`src/rtl/dbgpwm.sv`:
```
// rtl/dbgpwm.sv - multi-channel debug waveform generator (burst mode built only with DBGPWM_BURST_EN)
module dbgpwm #(
    parameter int NCH = 4,
    parameter int CW  = 16,
    parameter int BCW = 8,
    localparam int WCH = (NCH > 1) ? $clog2(NCH) : 1
) (
    input  logic            clk,
    input  logic            rst_l,
    input  logic            glbl_en_in,
    input  logic            wr_en,
    input  logic [WCH-1:0]  wr_ch,
    input  logic [1:0]      wr_sel,
    input  logic [31:0]     wr_data,
    output logic [NCH-1:0]  dbg_output,
    output logic [NCH-1:0]  busy,
    output logic [NCH-1:0]  done
);

    typedef enum logic [1:0] {
        S_IDLE = 2'd0,
        S_LOW  = 2'd1,
        S_HIGH = 2'd2,
        S_DONE = 2'd3
    } state_e;

    // Only a subset of the write data is meaningful for any given register.
    logic unused_wr_data;
    assign unused_wr_data = ^wr_data;

    for (genvar i = 0; i < NCH; i++) begin : g_ch
        state_e        st_q;
        logic [CW-1:0] cnt_q;
        logic [CW-1:0] lo_stg_q;
        logic [CW-1:0] hi_stg_q;
        logic [CW-1:0] lo_act_q;
        logic [CW-1:0] hi_act_q;
        logic          en_q;
        logic          pol_q;
        logic          out_q;
        logic          busy_q;
        logic          wr_hit;
        logic          ctrl_wr;
        logic          en;
        logic          lo_end;
        logic          hi_end;
        logic          burst_hit;
        logic          burst_zero;

        // Writes addressed beyond NCH never match any channel index.
        assign wr_hit  = wr_en && (wr_ch == WCH'(i));
        assign ctrl_wr = wr_hit && (wr_sel == 2'd2);
        assign en      = en_q && glbl_en_in;
        assign lo_end  = (cnt_q >= lo_act_q);
        assign hi_end  = (cnt_q >= hi_act_q);

`ifdef DBGPWM_BURST_EN
        logic [BCW-1:0] bcnt_q;
        logic [BCW-1:0] bc_q;
        logic           burst_q;
        logic           done_q;

        // bc_q counts completed high phases; the hit fires on the BCNT-th one.
        assign burst_hit  = burst_q &&
                            (({1'b0, bc_q} + {{BCW{1'b0}}, 1'b1}) == {1'b0, bcnt_q});
        assign burst_zero = burst_q && (bcnt_q == '0);

        // Burst configuration, completed-phase counter and sticky done flag
        always_ff @(posedge clk or negedge rst_l) begin
            if (!rst_l) begin
                bcnt_q  <= '0;
                bc_q    <= '0;
                burst_q <= 1'b0;
                done_q  <= 1'b0;
            end else if (ctrl_wr) begin
                burst_q <= wr_data[1];
                bcnt_q  <= wr_data[8 +: BCW];
                done_q  <= 1'b0;
            end else if (!en) begin
                done_q  <= 1'b0;
            end else if (st_q == S_IDLE) begin
                bc_q    <= '0;
                if (burst_zero) begin
                    done_q <= 1'b1;
                end
            end else if ((st_q == S_HIGH) && hi_end) begin
                if (burst_hit) begin
                    done_q <= 1'b1;
                end else begin
                    bc_q   <= bc_q + BCW'(1);
                end
            end
        end

        assign done[i] = done_q;
`else
        logic [BCW-1:0] unused_bcnt;
        assign unused_bcnt = wr_data[8 +: BCW];
        assign burst_hit   = 1'b0;
        assign burst_zero  = 1'b0;
        assign done[i]     = 1'b0;
`endif

        // Period staging registers; only a reload moves them into the active pair
        always_ff @(posedge clk or negedge rst_l) begin
            if (!rst_l) begin
                lo_stg_q <= '0;
                hi_stg_q <= '0;
            end else if (wr_hit && (wr_sel == 2'd0)) begin
                lo_stg_q <= wr_data[CW-1:0];
            end else if (wr_hit && (wr_sel == 2'd1)) begin
                hi_stg_q <= wr_data[CW-1:0];
            end
        end

        // Channel FSM with registered waveform and busy outputs
        always_ff @(posedge clk or negedge rst_l) begin
            if (!rst_l) begin
                st_q     <= S_IDLE;
                cnt_q    <= '0;
                lo_act_q <= '0;
                hi_act_q <= '0;
                en_q     <= 1'b0;
                pol_q    <= 1'b0;
                out_q    <= 1'b0;
                busy_q   <= 1'b0;
            end else if (ctrl_wr) begin
                en_q   <= wr_data[0];
                pol_q  <= wr_data[2];
                st_q   <= S_IDLE;
                cnt_q  <= '0;
                out_q  <= wr_data[2];
                busy_q <= 1'b0;
            end else if (!en) begin
                st_q   <= S_IDLE;
                cnt_q  <= '0;
                out_q  <= pol_q;
                busy_q <= 1'b0;
            end else begin
                case (st_q)
                    S_IDLE: begin
                        cnt_q <= '0;
                        out_q <= pol_q;
                        if (burst_zero) begin
                            st_q   <= S_DONE;
                            busy_q <= 1'b0;
                        end else begin
                            st_q     <= S_LOW;
                            lo_act_q <= lo_stg_q;
                            hi_act_q <= hi_stg_q;
                            busy_q   <= 1'b1;
                        end
                    end
                    S_LOW: begin
                        if (lo_end) begin
                            st_q  <= S_HIGH;
                            cnt_q <= '0;
                            out_q <= ~pol_q;
                        end else begin
                            cnt_q <= cnt_q + CW'(1);
                        end
                    end
                    S_HIGH: begin
                        if (hi_end) begin
                            cnt_q <= '0;
                            out_q <= pol_q;
                            if (burst_hit) begin
                                st_q   <= S_DONE;
                                busy_q <= 1'b0;
                            end else begin
                                st_q     <= S_LOW;
                                lo_act_q <= lo_stg_q;
                                hi_act_q <= hi_stg_q;
                            end
                        end else begin
                            cnt_q <= cnt_q + CW'(1);
                        end
                    end
                    S_DONE: begin
                        out_q  <= pol_q;
                        busy_q <= 1'b0;
                    end
                    default: begin
                        st_q   <= S_IDLE;
                        busy_q <= 1'b0;
                    end
                endcase
            end
        end

        assign dbg_output[i] = out_q;
        assign busy[i]       = busy_q;
    end

endmodule
```
`config.mk`:
```
export PLATFORM = sky130hd
export DESIGN_NAME = dbgpwm
export DESIGN_NICKNAME = d
export VERILOG_FILES = /design/src/rtl/dbgpwm.sv
export SDC_FILE = /design/constraint.sdc
export NUM_CORES = 1
export LEC_CHECK = 0
export ABC_AREA = 0
export BUFFER_PORTS_ARGS = -buffer_cell sky130_fd_sc_hd__buf_2
export CORE_ASPECT_RATIO = 1.2
export CORE_MARGIN = 2
export CORE_UTILIZATION = 40
export CTS_CLUSTER_SIZE = 14
export DETAILED_ROUTE_END_ITERATION = 10
export HOLD_SLACK_MARGIN = 0.03
export SLEW_MARGIN = 20
export SYNTH_ARGS = -nofsm -noshare
export SYNTH_HDL_FRONTEND = slang
export SYNTH_SLANG_ARGS = --single-unit
```
`constraint.sdc`:
```
create_clock -name clk -period 2.25 [get_ports clk]
set_input_delay 0.1125 -clock clk [delete_from_list [all_inputs] [get_ports clk]]
set_output_delay 0.1125 -clock clk [all_outputs]
set_load 0.005 [all_outputs]
```
==> impl_metrics.ini <==
[timing]
max_freq_mhz = 395
setup_viol = 177
finalCritPeriodShare_pct = 113
setup_ws_ns = -0.282
fin_crit_ns = 2.53
tns_ns = -26.60
clock_skew_ns = 0.00947
maxSlewViolCount = 0
worstMarginPinSlew_ns = 0.615
rsz0062_at_grt = yes
hold_viol_final = 0
holdWs_ns = 0.0576
max_slew_margin_pct = 58.7

[pwr]
total_power_w = 0.0224
swShare_pct = 29.7
clkPwrFrac_pct = 26.7
power_switching_w = 0.00665
seqPwrFrac_pct = 40.1
power_frac_comb_pct = 33.2
max-vdd-ir-drop_mv = 0.696
power.density_nw_per_um2 = 965
power.internal_w = 0.0158
leakage_nw = 11.1

[cells_and_area]
fin_util_pct = 53.1
final_common_cell = dfrtp_1
drive_gt1_share_pct = 42.3
fin_cells = 2371
fin_nets = 1975
final_cell_mix = dfrtp_1 (338), buf_4 (180), inv_1 (142)
syn_to_final_growth_pct = 31.2
diodes = 0

[clocking]
tritoncts = built
cts_made_buffers = 37
clkTransAtPathRegs_ns = 0.06
insertion_delay_ns = 0.53
clockRootBuffer = clkbuf_16
h-tree-depth = 2
cts.sinks = 344
cts_max_path_buffers = 3

[detailed_routing]
vias = 12514
remaining_drc_errors = 0
wirelength_um = 44300
drtIter0Drc = 786
ant_nets = 0
drtPass1Iterations = 7
vias_per_cell = 5.28
wl_per_cell_um = 18.7

[run]
max_cap_viol_count = 0

[hold_path]
min_to = g_ch[1].lo_stg_q[5]
hp-class = in2reg
hold_depth = 2
hp-start = wr_data[5]

[status]
status = complete, but fails checks
violations = negative setup slack

[worst_setup_path]
endpoint_kind = flop
cp_max_fo = 17
ff2ff_path_depth = 8
cp-start-kind = flop
path_class = reg2reg
r2r-end = g_ch[0].lo_act_q[14]
crit_chain = ha_4 > nand4_1 > or3_1 > or4_4 > nand3_4 > o211ai_4 > buf_12 > mux2_4
cp_slowest_stage_delay_ns = 0.44
r2r_start = g_ch[0].cnt_q[14]
slowest_stage = or4_4
worst_ep_required_time_ns = 2.66
critPathArrivalTime_ns = 2.94
r2r_slack_ns = -0.28

[yosys]
synth-edff-count = 0
yosys_warnings = 0
synth_cell_types = 73
synth_cells = 1525
synth_ff_type = dfrtp_1
synthArstFlopShare_pct = 100
synth_largest_area_cell = dfrtp_1
synth_area_leaders = dfrtp_1 (49%), mux2_2 (15%), ha_1 (10%)
synth_top_area_share_pct = 48.6
syn_area_per_cell_um2 = 11.6
ys_ff_latch = 344
synth-seq-area-share_pct = 48.6
syn_area_um2 = 17700

[global_route]
grtUsageTotal_pct = 19.4
grt_max_degree = 71
grt_pass1_vias = 13092
grt_antenna_before_repair = 0
grt_pass1_wl_um = 70600
grt_overflow = 0

[floorplan]
die_w_um = 196
fp.dieH_um = 234
dieArea_um2 = 46000
io_pins = 52
core_area_um2 = 43700
start_util_pct = 40.5
rows = 84

[placed_design]
place_inst = 2254
io_buffers = 31
dp_hpwl_um = 29100
gp_routability_congestion = 0.829
-- critical path, delay by kind of cell (launching register included) --
family,cells,cell delay (ns)
multiplexers,1,0.30
buffers and inverters,1,0.21
flip-flops,1,0.41
AND/OR/NAND/NOR,4,1.07
AO/OA/AOI/OAI,1,0.13
adder cells (fa/ha/maj),1,0.28
-- state kept, by name, summed over array words and instances (netlist names) --
| signal | flops |
|---|---|
| g_ch.cnt_q | 64 |
| g_ch.hi_act_q | 64 |
| g_ch.hi_stg_q | 64 |
| g_ch.lo_act_q | 64 |
| g_ch.lo_stg_q | 64 |
| g_ch.st_q | 8 |
| g_ch.busy_q | 4 |
| g_ch.en_q | 4 |
| g_ch.out_q | 4 |
| g_ch.pol_q | 4 |
-- cell families after synthesis --
family,synth area share [%]
muxes,17.7
other,0.0212
adders and majority gates,10.5
AOI/OAI and AO/OA,8.62
xor gates and xnor gates,0.693
buffers and inverters,4.78
and+or+nand+nor,9.11
DFF,48.6
-- metrics by stage --
step / cell area [µm²] / setup slack [ns]
after global routing: 23200 / -0.355
after floorplan: 17900 / -0.166
after detailed placement: 20000 / -0.472
after global placement: 20000 / -0.451
after CTS: 22600 / -0.250
final: 23200 / -0.282
-- power by group through the flow --
stage / Sequential [W] / Clock (W) / Combinational [W]
final: 0.00898 / 0.00598 / 0.00745
after global routing: 0.00923 / 0.00639 / 0.00817
after CTS: 0.00895 / 0.00614 / 0.00695
after detailed placement: 0.00902 / 0 / 0.00589
after global placement: 0.00896 / 0 / 0.00570
after floorplan: 0.00868 / 0 / 0.00417
-- synthesized netlist by cell type (5+ instances only) --
master	count
a41oi_1	6
inv_1	148
clkbuf_1	16
mux2_4	30
ha_1	148
nor3_1	17
dfrtp_1	344
buf_2	16
o21ai_0	38
a22o_1	9
a21o_1	13
nand3_1	44
or2_2	5
nor2_1	73
mux2_2	232
nand3b_1	6
o31ai_1	5
nor2b_1	6
nand4_1	17
buf_4	14
a31oi_1	15
mux2i_1	7
xor2_1	10
a221o_1	6
a21oi_1	59
nand2b_1	15
a211oi_1	9
o2111ai_1	6
o211ai_1	8
and2_1	5
and3_1	19
nand2_1	90
or4_1	5
-- area by class of cell --
type | instances | area, µm²
clock buffer | 52 | 1080
clock inverter | 12 | 93.8
multi-input combinational | 986 | 9800
inverter | 148 | 556
fill | 3677 | 20500
timing repair buffer | 270 | 2370
sequential | 344 | 8620
tap | 559 | 699
-- per-layer routing --
metal | global-route usage (%) | part of all wire [%] | vias to the layer above
li1 | - | - | 5948
met1 | 25.2 | 45 | 6319
met2 | 34.0 | 50 | 180
met3 | 2.34 | 2.8 | 67
met4 | 6.16 | 2.5 | 0
met5 | 0 | 0 | -
-- worst max-delay path by stage --
stage / from / slack (ns) / endpoint
floorplan: g_ch[0].cnt_q[9] / -0.17 / g_ch[0].hi_act_q[0]
global placement: g_ch[0].cnt_q[13] / -0.45 / g_ch[0].cnt_q[9]
detailed placement: g_ch[0].cnt_q[13] / -0.47 / g_ch[0].cnt_q[9]
CTS: g_ch[0].cnt_q[13] / -0.25 / g_ch[0].lo_act_q[14]
global route: g_ch[0].cnt_q[14] / -0.36 / g_ch[0].lo_act_q[14]
finish: g_ch[0].cnt_q[14] / -0.28 / g_ch[0].lo_act_q[14]
-- repair_timing --
action / 4_1_cts / 5_1_grt
hold endpoints to repair: 163 / 0
pin swaps: 84 / 64
setup endpoints to repair: 200 / 204
resized for setup: 228 / 130
setup buffers: 34 / 11
cloned: 14 / 1
hold buffers: 6 / 0
Power figures use the tool's default switching activity.
